`src/rtl/check_msg_gen_pkg.sv`:
```
// Shared types, sizes and magnitude helpers for the offset-min-sum
// check-message generator.
package check_msg_gen_pkg;

  localparam int BITS   = 8;
  localparam int DMAX   = 10;
  localparam int ROWS   = 46;
  localparam int OFFSET = 1;
  localparam int MAG_W  = BITS - 1;
  localparam int IDX_W  = $clog2(DMAX);
  localparam int ROW_W  = $clog2(ROWS);

  typedef enum logic {
    ST_IDLE,
    ST_WAIT2
  } state_t;

  typedef struct packed {
    logic [MAG_W-1:0] m1;
    logic [MAG_W-1:0] m2;
    logic [IDX_W-1:0] idx;
    logic [DMAX-1:0]  sign;
    logic             par;
  } cnu_entry_t;

  typedef logic [DMAX-1:0][BITS-1:0] msg_vec_t;

  // Subtract beta from a signed magnitude; negatives and values <= beta become 0.
  function automatic logic [MAG_W-1:0] offset_mag(input logic [BITS-1:0] v);
    logic signed [BITS-1:0] sv;
    logic signed [BITS-1:0] off_s;
    logic        [BITS-1:0] diff;
    sv    = v;
    off_s = BITS'(OFFSET);
    diff  = v - BITS'(OFFSET);
    if (sv > off_s) return diff[MAG_W-1:0];
    else            return '0;
  endfunction

  function automatic logic idx_bad(input logic [IDX_W-1:0] idx);
    return idx >= IDX_W'(DMAX);
  endfunction

  function automatic logic [IDX_W-1:0] clamp_idx(input logic [IDX_W-1:0] idx);
    return idx_bad(idx) ? IDX_W'(DMAX - 1) : idx;
  endfunction

endpackage

```
`src/rtl/check_msg_gen_if.sv`:
```
// CNU-result input, row-read request and expanded-message output bundle.
interface check_msg_gen_if;
  import check_msg_gen_pkg::*;

  logic             in_valid;
  logic             in_sel;
  logic [BITS-1:0]  in_min1;
  logic [BITS-1:0]  in_min2;
  logic [IDX_W-1:0] in_idx;
  logic [DMAX-1:0]  in_sign;
  logic [ROW_W-1:0] in_row;
  logic             rd_en;
  logic [ROW_W-1:0] rd_row;
  logic             out_valid;
  msg_vec_t         out_msg;
  logic             err;

  modport master (
    output in_valid, in_sel, in_min1, in_min2, in_idx, in_sign, in_row,
    output rd_en, rd_row,
    input  out_valid, out_msg, err
  );

  modport slave (
    input  in_valid, in_sel, in_min1, in_min2, in_idx, in_sign, in_row,
    input  rd_en, rd_row,
    output out_valid, out_msg, err
  );

endinterface

```
`src/rtl/check_msg_gen_expand.sv`:
```
// Expands one compressed check-node entry into DMAX signed messages.
module check_msg_gen_expand
  import check_msg_gen_pkg::*;
(
  input  cnu_entry_t entry_i,
  output msg_vec_t   msg_o
);

  for (genvar j = 0; j < DMAX; j++) begin : g_lane
    logic [BITS-1:0] mag;
    logic            neg;
    // The min1 edge gets min2; sign excludes the edge's own input sign.
    assign mag      = {1'b0, (entry_i.idx == IDX_W'(j)) ? entry_i.m2 : entry_i.m1};
    assign neg      = entry_i.par ^ entry_i.sign[j];
    assign msg_o[j] = neg ? -mag : mag;
  end

endmodule

```
`src/rtl/check_msg_gen.sv`:
```
// Collects two-pass CNU results per row, stores offset-corrected compressed
// entries, and expands a requested row into check-to-variable messages.
module check_msg_gen
  import check_msg_gen_pkg::*;
(
  input  logic           clk,
  input  logic           rst,
  check_msg_gen_if.slave bus
);

  state_t           state_q, state_d;
  logic [MAG_W-1:0] m1_q, m1_d;
  logic [IDX_W-1:0] idx_q, idx_d;
  logic [DMAX-1:0]  sign_q, sign_d;
  logic [ROW_W-1:0] row_q, row_d;
  logic             err_q, err_d;
  logic             wr_en;
  logic             pass0, pass1;

  cnu_entry_t       entries_q [ROWS];
  cnu_entry_t       wr_entry;
  cnu_entry_t       rd_entry;
  msg_vec_t         rd_msgs;
  msg_vec_t         out_msg_q;
  logic             out_valid_q;

  assign pass0 = bus.in_valid & ~bus.in_sel;
  assign pass1 = bus.in_valid &  bus.in_sel;

  // NOTE: every signal assigned here gets a default first so no path leaves
  // it unassigned; otherwise synthesis infers a latch.
  always_comb begin
    state_d = state_q;
    m1_d    = m1_q;
    idx_d   = idx_q;
    sign_d  = sign_q;
    row_d   = row_q;
    err_d   = 1'b0;
    wr_en   = 1'b0;
    case (state_q)
      ST_IDLE: begin
        if (pass0) begin
          m1_d    = offset_mag(bus.in_min1);
          idx_d   = clamp_idx(bus.in_idx);
          sign_d  = bus.in_sign;
          row_d   = bus.in_row;
          err_d   = idx_bad(bus.in_idx);
          state_d = ST_WAIT2;
        end else if (pass1) begin
          err_d = 1'b1;
        end
      end
      ST_WAIT2: begin
        if (pass1) begin
          wr_en   = 1'b1;
          state_d = ST_IDLE;
        end else if (pass0) begin
          // Orphaned pass 0 is dropped; the new one takes its place.
          m1_d   = offset_mag(bus.in_min1);
          idx_d  = clamp_idx(bus.in_idx);
          sign_d = bus.in_sign;
          row_d  = bus.in_row;
          err_d  = 1'b1;
        end
      end
      default: state_d = ST_IDLE;
    endcase
  end

  // NOTE: state registers use non-blocking assignments so every flop samples
  // pre-edge values regardless of statement order.
  always_ff @(posedge clk or posedge rst) begin
    if (rst) begin
      state_q <= ST_IDLE;
      m1_q    <= '0;
      idx_q   <= '0;
      sign_q  <= '0;
      row_q   <= '0;
      err_q   <= 1'b0;
    end else begin
      state_q <= state_d;
      m1_q    <= m1_d;
      idx_q   <= idx_d;
      sign_q  <= sign_d;
      row_q   <= row_d;
      err_q   <= err_d;
    end
  end

  always_comb begin
    wr_entry.m1   = m1_q;
    wr_entry.m2   = offset_mag(bus.in_min2);
    wr_entry.idx  = idx_q;
    wr_entry.sign = sign_q;
    wr_entry.par  = ^sign_q;
  end

  // NOTE: storage is a flop array with async clear because unwritten rows
  // must read as zero after reset; a RAM macro could not provide that.
  always_ff @(posedge clk or posedge rst) begin
    if (rst) begin
      for (int r = 0; r < ROWS; r++) entries_q[r] <= '0;
    end else if (wr_en && (row_q < ROW_W'(ROWS))) begin
      entries_q[row_q] <= wr_entry;
    end
  end

  // Read sees pre-edge contents, giving read-first behaviour on a collision.
  assign rd_entry = (bus.rd_row < ROW_W'(ROWS)) ? entries_q[bus.rd_row] : '0;

  check_msg_gen_expand u_expand (
    .entry_i (rd_entry),
    .msg_o   (rd_msgs)
  );

  always_ff @(posedge clk or posedge rst) begin
    if (rst) begin
      out_valid_q <= 1'b0;
      out_msg_q   <= '0;
    end else begin
      out_valid_q <= bus.rd_en;
      if (bus.rd_en) out_msg_q <= rd_msgs;
    end
  end

  assign bus.out_valid = out_valid_q;
  assign bus.out_msg   = out_msg_q;
  assign bus.err       = err_q;

endmodule
```
`src/flat_wrapper.sv`:
```
// flat-port wrapper written by rule: the top's interface ports become plain ports
module check_msg_gen_flat import check_msg_gen_pkg::*;
  (clk, rst, bus_in_valid, bus_in_sel, bus_in_min1, bus_in_min2, bus_in_idx, bus_in_sign, bus_in_row, bus_rd_en, bus_rd_row, bus_out_valid, bus_out_msg, bus_err);
  check_msg_gen_if bus_i ();
  input  logic clk;
  input  logic rst;
  input wire logic [$bits(bus_i.in_valid)-1:0] bus_in_valid;
  input wire logic [$bits(bus_i.in_sel)-1:0] bus_in_sel;
  input wire logic [$bits(bus_i.in_min1)-1:0] bus_in_min1;
  input wire logic [$bits(bus_i.in_min2)-1:0] bus_in_min2;
  input wire logic [$bits(bus_i.in_idx)-1:0] bus_in_idx;
  input wire logic [$bits(bus_i.in_sign)-1:0] bus_in_sign;
  input wire logic [$bits(bus_i.in_row)-1:0] bus_in_row;
  input wire logic [$bits(bus_i.rd_en)-1:0] bus_rd_en;
  input wire logic [$bits(bus_i.rd_row)-1:0] bus_rd_row;
  output wire logic [$bits(bus_i.out_valid)-1:0] bus_out_valid;
  output wire logic [$bits(bus_i.out_msg)-1:0] bus_out_msg;
  output wire logic [$bits(bus_i.err)-1:0] bus_err;
  assign bus_i.in_valid = bus_in_valid;
  assign bus_i.in_sel = bus_in_sel;
  assign bus_i.in_min1 = bus_in_min1;
  assign bus_i.in_min2 = bus_in_min2;
  assign bus_i.in_idx = bus_in_idx;
  assign bus_i.in_sign = bus_in_sign;
  assign bus_i.in_row = bus_in_row;
  assign bus_i.rd_en = bus_rd_en;
  assign bus_i.rd_row = bus_rd_row;
  assign bus_out_valid = bus_i.out_valid;
  assign bus_out_msg = bus_i.out_msg;
  assign bus_err = bus_i.err;
  check_msg_gen u_core (.clk(clk), .rst(rst), .bus(bus_i));
endmodule
```
`config.mk`:
```
export PLATFORM = sky130hd
export DESIGN_NAME = check_msg_gen_flat
export DESIGN_NICKNAME = d
export VERILOG_FILES = /design/src/rtl/check_msg_gen_pkg.sv /design/src/rtl/check_msg_gen_if.sv /design/src/rtl/check_msg_gen_expand.sv /design/src/rtl/check_msg_gen.sv /design/src/flat_wrapper.sv
export SDC_FILE = /design/constraint.sdc
export NUM_CORES = 2
export LEC_CHECK = 0
export ABC_CLOCK_PERIOD_IN_PS = 66500
export BUFFER_PORTS_ARGS = -buffer_cell sky130_fd_sc_hd__buf_2
export CAP_MARGIN = 15
export CORE_AREA = 2 2 290 435
export DETAILED_ROUTE_END_ITERATION = 6
export DIE_AREA = 0 0 292 437
export GPL_TIMING_DRIVEN = 0
export HOLD_SLACK_MARGIN = 0.15
export PLACE_DENSITY_LB_ADDON = 0.08
export SYNTH_ARGS = -nofsm -noshare
export SYNTH_HDL_FRONTEND = slang
export SYNTH_SLANG_ARGS = --single-unit
```
`constraint.sdc`:
```
create_clock -name clk -period 66.5 [get_ports clk]
set_clock_uncertainty 0.2 [all_clocks]
set_input_delay 13.3 -clock clk [delete_from_list [all_inputs] [get_ports clk]]
set_output_delay 13.3 -clock clk [all_outputs]
set_load 0.02 [all_outputs]
```
== After elaboration in Yosys (flattened, before gate mapping) ==
Index checks and enable logic that the tools add are counted.
Storage, ports and cells
  register bits: 1444
  bits in latches: 0
  bits in writable memories: 0
  ROM bits: 0
  bits of input ports: 47
  output and inout bits: 82
  memories: 0
Operators by class
  $add $sub $neg: 12
  multipliers: 0
  div/mod/pow operators: 0
  magnitude comparators: 8
  eq/ne operators: 10
  shift-type cells: 0
  muxes and demuxes: 50
  bitwise gates (word level): 16
  reduce and logical (&&, ||, !) cells: 4
Operators by type and width (count)
  1334-bit bitwise mux: 1
  29-bit binary-select mux with 6-bit select: 1
  29-bit demux with 6-bit select: 1
  29-bit two-way mux: 4
  7-bit two-way mux: 14
  8-bit two-way mux: 10
  7-bit negation with 8-bit output: 10
  10-bit two-way mux: 2
  10-bit one-hot mux with 2 select lines: 1
  4-bit by 3-bit == test with 1-bit output (second input constant): 4
  8-bit by 2-bit > comparator with 1-bit output (second input constant): 2
  7-bit >= comparator (second input constant): 2
  6-bit NOT with 7-bit output: 2
  7-bit one-hot mux with 2 select lines: 1
  7-bit by 1-bit subtractor with 7-bit output (second input constant): 2
  6-bit < comparator (second input constant): 2
  4-bit two-way mux: 3
  6-bit two-way mux: 2
  6-bit one-hot mux with 2 select lines: 1
  10-bit parity: 1
  1-bit bitwise XOR: 10
  4-bit by 2-bit == test with 1-bit output (second input constant): 2
  4-bit == test (second input constant): 2
  4-bit one-hot mux with 2 select lines: 1
  other kinds (10): 19

== Longest topological paths before layout ==
  word-level depth: 9
  depth in mapped cells: 18

== Cells and area by module ==
Synthesis repeated with hierarchy kept, for this count alone.
Unflattened totals
  cell total of the unflattened synthesis: 6241
  area, all modules: 68326.8 µm²
By module, submodules not included
  check_msg_gen: times used 1, cells each 5812, area an instance 65290.1 µm², sequential area each 36134.7 µm²
  check_msg_gen_expand: times used 1, cells each 429, area an instance 3036.7 µm², sequential area each 0.0 µm²

== Least setup slack after synthesis ==
No wires, ideal clock.
  kind: in2reg
  from: input bus_rd_row[0]
  to: register u_core.out_msg_q, in the netlist u_core.bus.out_msg[41]
  data arrival time: 16.636 ns
  required time: 66.175 ns
  setup slack: 49.539 ns
  stages on the path: 14
  path buffers: 5
  cell sequence: buf_6 buf_8 buf_6 buf_4 mux4_2 a211oi_1 o32ai_2 nor4b_4 buf_2 mux2_2 ha_1 inv_1 mux2i_1 mux2_2
Between the ends
  longest elaborated chain between the ends: 9
  elaborated cells on any way between the ends: 11
  classes of those cells: 1 x add/sub; 1 x order compare; 1 x eq/ne; 6 x mux; 2 x bitwise
Ends and longest elaborated chain
  from (decl): RTL line flat_wrapper.sv:15  | input wire logic [$bits(bus_i.rd_row)-1:0] bus_rd_row;
  6-bit NOT with 7-bit output (not written as such): RTL line check_msg_gen.sv:109  | assign rd_entry = (bus.rd_row < ROW_W'(ROWS)) ? entries_q[bus.rd_row] : '0;
  29-bit binary-select mux with 6-bit select: RTL line check_msg_gen.sv:109
  29-bit two-way mux (not written as such) (2 in a row): RTL line check_msg_gen.sv:109
  29-bit two-way mux *: RTL line check_msg_gen.sv:109
  4-bit by 3-bit == test with 1-bit output: RTL line check_msg_gen_expand.sv:13  | assign mag = {1'b0, (entry_i.idx == IDX_W'(j)) ? entry_i.m2 : entry_i.m1};
  7-bit two-way mux: RTL line check_msg_gen_expand.sv:13
  7-bit negation with 8-bit output: RTL line check_msg_gen_expand.sv:15  | assign msg_o[j] = neg ? -mag : mag;
  8-bit two-way mux *: RTL line check_msg_gen_expand.sv:15
  to (signal assigned): RTL line check_msg_gen.sv:122  | if (bus.rd_en) out_msg_q <= rd_msgs;
  to (decl): RTL line check_msg_gen.sv:24  | msg_vec_t out_msg_q;
Mark *: on every way between the ends. The rest lies on a longest branch, timed or not. The select of a mux whose other input is x is not followed.
A chain may end at the register's enable or synchronous reset.

== Final worst setup path ==
  from: input bus_rd_row[3]
  to: register u_core.out_msg_q, in the netlist u_core.bus.out_msg[44]
The elaborated chain is that of the path after synthesis.

==> impl_metrics.csv <==
group,metric,value,unit
power,maximum_vdd_drop,27.8,uV
clock_network,postCtsSetupRepairBufs,0,
global_route,grt_antenna_before_repair,17,
worst_setup_path,crit_path_frequent_cell,"sky130_fd_sc_hd__buf_2",
die,row_count,158,
clock_network,insertion_delay,0.81,ns
global_route,gr-max-usage-layer,"met2",
worst_setup_path,type_of_destination_of_the_critical_path,"flop",
routing,drt_pass1_iterations,7,
worst_setup_path,cp_top_family,"buffers and inverters",
layout,commonest_non_fill_non_tap_cells_in_the_layout,"sky130_fd_sc_hd__nand2_1, sky130_fd_sc_hd__dfrtp_1, sky130_fd_sc_hd__mux2_2",
die,floorplan.core_area,124000,sq um
clock_network,max-clock-path-buffers,3,
worst_setup_path,crit_path_cell_trace,"buf_2 -> buf_2 -> buf_2 -> buf_2 -> buf_2 -> buf_2 -> buf_2 -> o21ai_0 -> a32oi_1 -> clkbuf_1 -> buf_2 -> mux2i_1 -> xnor2_1 -> a21oi_1",
logic_synthesis,synth.avg_cell_area,11.3,sq um
timing,final_setup_margin,46.55,ns
worst_setup_path,worst_setup_path_start_kind,"input port",
global_route,global_route_wire_length_before_repair,403000,um
die,die_w,292,um
worst_setup_path,worstPathMaxFanout,11,
global_route,pin_count_of_the_biggest_net_entering_global_routing,133,
logic_synthesis,netlist-cell-type-count,78,
global_route,first_global_vias,51900,
worst_hold_path,min-delay-path-class,"flop to flop",
worst_setup_path,worst_path_max_delay_cell,"sky130_fd_sc_hd__a32oi_1",
layout,drive_gt1_share,23.1,%
worst_setup_path,cp_num_buf_inv,9,
placed_design,dpl_worst_slack,46.42,ns
run,max_cap_violations,0,
power,fin_total_pwr,2.14,mW
worst_setup_path,slowest_delay,1.28,ns
routing,detail_route.wirelength,291000,um
power,netSwitchingFraction,28.9,%
worst_setup_path,timing.setup.critical_path_class,"input port to flop",
die,floorplan.die_area,128000,sq um
clock_network,numCtsBuffers,144,
timing,fin_tns_setup,0,ns
logic_synthesis,ys_seq_area_share,53.4,%
clock_network,root_buffer,"sky130_fd_sc_hd__clkbuf_16",
power,p_comb_share,14.9,%
die,floorplan.io_pins,129,
logic_synthesis,xor_and_xnor_fraction_of_the_mapped_netlist_area,0.919,%
timing,slew-limit-headroom,-5.43,%
logic_synthesis,synth_adder_area_share,0.259,%
run_status,status,"finished with violations",
layout,layout.nets,6338,
logic_synthesis,synth_simple_gate_area_share,12.3,%
routing,route.vias.total,52800,
placed_design,port_buffers,126,
logic_synthesis,synth.yosys.warnings,0,
logic_synthesis,ys.flop_type,"sky130_fd_sc_hd__dfrtp_1",
global_route,grt_met1_use,51.5,%
power,internal_power,1.52,mW
placed_design,placer_congestion,1.06,
logic_synthesis,synth_top_family_by_area,"multiplexers",
logic_synthesis,synth.cell_area,67600,sq um
timing,hold_viol_final,0,
logic_synthesis,synth_mux_area_share,23.0,%
timing,timing.fmax,50.1,MHz
global_route,grt_use_met2,70.5,%
logic_synthesis,synthCells,5965,
logic_synthesis,synth.net_count,6026,
power,power_density,28.2,nW/um^2
power,power.static_leakage,36.9,nW
die,floorplan.initialDensity,54.8,%
clock_network,cts.sinks,1444,
global_route,grtUsageMet3,12.1,%
timing,worstMarginPinSlew,1.58,ns
power,seq_power_share,45.3,%
global_route,globalRouteTotalUtil,46.1,%
clock_network,clk_pin_slew_worst_paths,0.06,ns
run_status,violations,"DRC, slew limit",
clock_network,cts_hold_repair.buffers,0,
timing,setup_repair_after_global_routing_missed_its_margin,"false",
timing,period_share,30.0,%
routing,post_drt_via_cell_ratio,6.61,
timing,finalWorstPathRequiredPeriod,19.95,ns
routing,drc,5,
worst_setup_path,cp.arrival,20.41,ns
timing,worst_hold_slack,0.273,ns
timing,timing_max_transition_violations_final,7,
clock_network,cts_max_level,4,
power,p_clk_share,39.9,%
routing,final_antenna_net_count,0,
timing,timing.final.setup_violations,0,
logic_synthesis,synth_seq_cells,1444,
placed_design,dp_hpwl,208000,um
logic_synthesis,fraction_of_the_mapped_netlist_area_in_compound_gates,6.55,%
clock_network,tritoncts,"yes",
clock_network,cts_resized,0,
worst_setup_path,worst-endpoint-required,66.96,ns
routing,routed_wire_length_per_instance,36.3,um
logic_synthesis,synth-edff-count,0,
die,die_height,437,um
layout,area_growth_syn_to_layout,12.2,%
power,total_switching_power,0.618,mW
layout,final_common_cell,"sky130_fd_sc_hd__nand2_1",
routing,number_of_drc_markers_after_the_initial_detailed_route_iteration,6013,
logic_synthesis,async_set_or_reset_flop_fraction_in_the_synthesized_netlist,100,%
global_route,grt_overflow,0,
==> stage by stage <==
stage                     cells  utilization [%]  area [sq um]
after floorplan            5965                -         67600
after global placement     7691             56.9         70300
after detailed placement   7723             57.4         71000
after CTS                  7978             61.3         75800
after global routing       7986             61.4         75900
final                      7996             61.4         75900
==> path summary, 6_finish.rpt <==
check                                                        from                            endpoint  slack, ns  cells after the start
worst min-delay path            u_core.entries_q[814]$_DFFE_PP0P_   u_core.entries_q[814]$_DFFE_PP0P_       0.27                      2
worst max register to register  u_core.entries_q[301]$_DFFE_PP0P_  u_core.bus.out_msg[54]$_DFFE_PP0P_      61.40                     11
max in group asynchronous                                     rst   u_core.entries_q[618]$_DFFE_PP0P_      49.95                      8
worst max-delay path                                bus_rd_row[3]  u_core.bus.out_msg[44]$_DFFE_PP0P_      46.55                     14
worst min register to register  u_core.entries_q[814]$_DFFE_PP0P_   u_core.entries_q[814]$_DFFE_PP0P_       0.27                      2
min in group asynchronous                                     rst  u_core.bus.out_msg[40]$_DFFE_PP0P_      12.44                      2
==> layer usage <==
layer  vias up  share of wire (%)
li1      21300                  -
met1     27000                 33
met3      1239                9.4
met2      3354                 45
met4        10                 13
met5         -              0.019
==> registers in the layout, summed over array words and instances, names as in the netlist, named ones only <==
register	cells
u_core.row_q	6
u_core.bus.out_valid	1
u_core.bus.err	1
u_core.m1_q	7
u_core.idx_q	4
u_core.sign_q	10
u_core.entries_q	1334
u_core.bus.out_msg	80
==> synthesized netlist by cell type (14+ instances only) <==
cell type / instances / area, sq um
sky130_fd_sc_hd__xnor2_1: 53 / 464
sky130_fd_sc_hd__ha_1: 14 / 175
sky130_fd_sc_hd__buf_2: 48 / 240
sky130_fd_sc_hd__dfrtp_1: 1444 / 36100
sky130_fd_sc_hd__a21oi_1: 82 / 410
sky130_fd_sc_hd__o21ai_0: 397 / 1990
sky130_fd_sc_hd__a221oi_1: 23 / 201
sky130_fd_sc_hd__buf_6: 26 / 293
sky130_fd_sc_hd__and2_1: 14 / 87.6
sky130_fd_sc_hd__a22o_1: 16 / 140
sky130_fd_sc_hd__o211ai_1: 17 / 128
sky130_fd_sc_hd__nand3_1: 32 / 160
sky130_fd_sc_hd__o221ai_1: 20 / 175
sky130_fd_sc_hd__nor3_1: 25 / 125
sky130_fd_sc_hd__a31oi_1: 23 / 144
sky130_fd_sc_hd__nand3b_1: 17 / 128
sky130_fd_sc_hd__nand2b_1: 22 / 138
sky130_fd_sc_hd__a32oi_1: 14 / 123
sky130_fd_sc_hd__buf_1: 14 / 52.6
sky130_fd_sc_hd__a22oi_1: 32 / 240
sky130_fd_sc_hd__o22ai_1: 19 / 119
sky130_fd_sc_hd__xor2_1: 18 / 158
sky130_fd_sc_hd__buf_4: 34 / 255
sky130_fd_sc_hd__inv_1: 38 / 143
sky130_fd_sc_hd__mux4_2: 277 / 6240
sky130_fd_sc_hd__mux2i_1: 192 / 1920
sky130_fd_sc_hd__nor2_1: 121 / 454
sky130_fd_sc_hd__clkbuf_1: 389 / 1460
sky130_fd_sc_hd__nand2_1: 1724 / 6470
sky130_fd_sc_hd__mux2_2: 653 / 7350
==> power by group through the flow <==
stage          Combinational [mW]  Clock [mW]  Sequential [mW]
6_report                    0.317       0.852            0.967
5_1_grt                     0.327       0.884            0.972
4_1_cts                     0.307       0.849            0.965
3_5_place_dp                0.306           0            0.981
3_3_place_gp                0.295           0            0.984
2_1_floorplan               0.168           0            0.983
==> cell families (layout without fill, tap and decap cells) <==
kind of cell | Yosys count | after routing
flip-flops | 1444 | 1444
multiplexers | 1124 | 1124
AND/OR/NAND/NOR | 2037 | 2037
XOR/XNOR | 71 | 71
other | 0 | 10
adder cells (fa/ha/maj) | 14 | 14
buffers and inverters | 552 | 973
AO/OA/AOI/OAI | 723 | 723
==> worst register-to-register path, delay by kind of cell, from the launching register on <==
| family | cells | cell delay [ns] |
|---|---|---|
| DFF | 1 | 0.39 |
| and+or+nand+nor | 2 | 0.77 |
| adders and majority gates | 1 | 0.37 |
| buffers and inverters | 1 | 0.50 |
| AOI/OAI and AO/OA | 3 | 1.44 |
| muxes | 4 | 1.29 |
==> cell type report <==
| class | count | area [sq um] |
|---|---|---|
| repair buffers | 166 | 1350 |
| clock buffers | 216 | 4320 |
| well taps | 1600 | 2000 |
| plain buffers | 512 | 2320 |
| clock inverters | 39 | 470 |
| flip-flops and latches | 1444 | 36100 |
| multi-input cells | 3969 | 29100 |
| inverters | 40 | 158 |
| fillers | 10300 | 47700 |
| diodes | 10 | 25.0 |
Power figures use the tool's default switching activity.
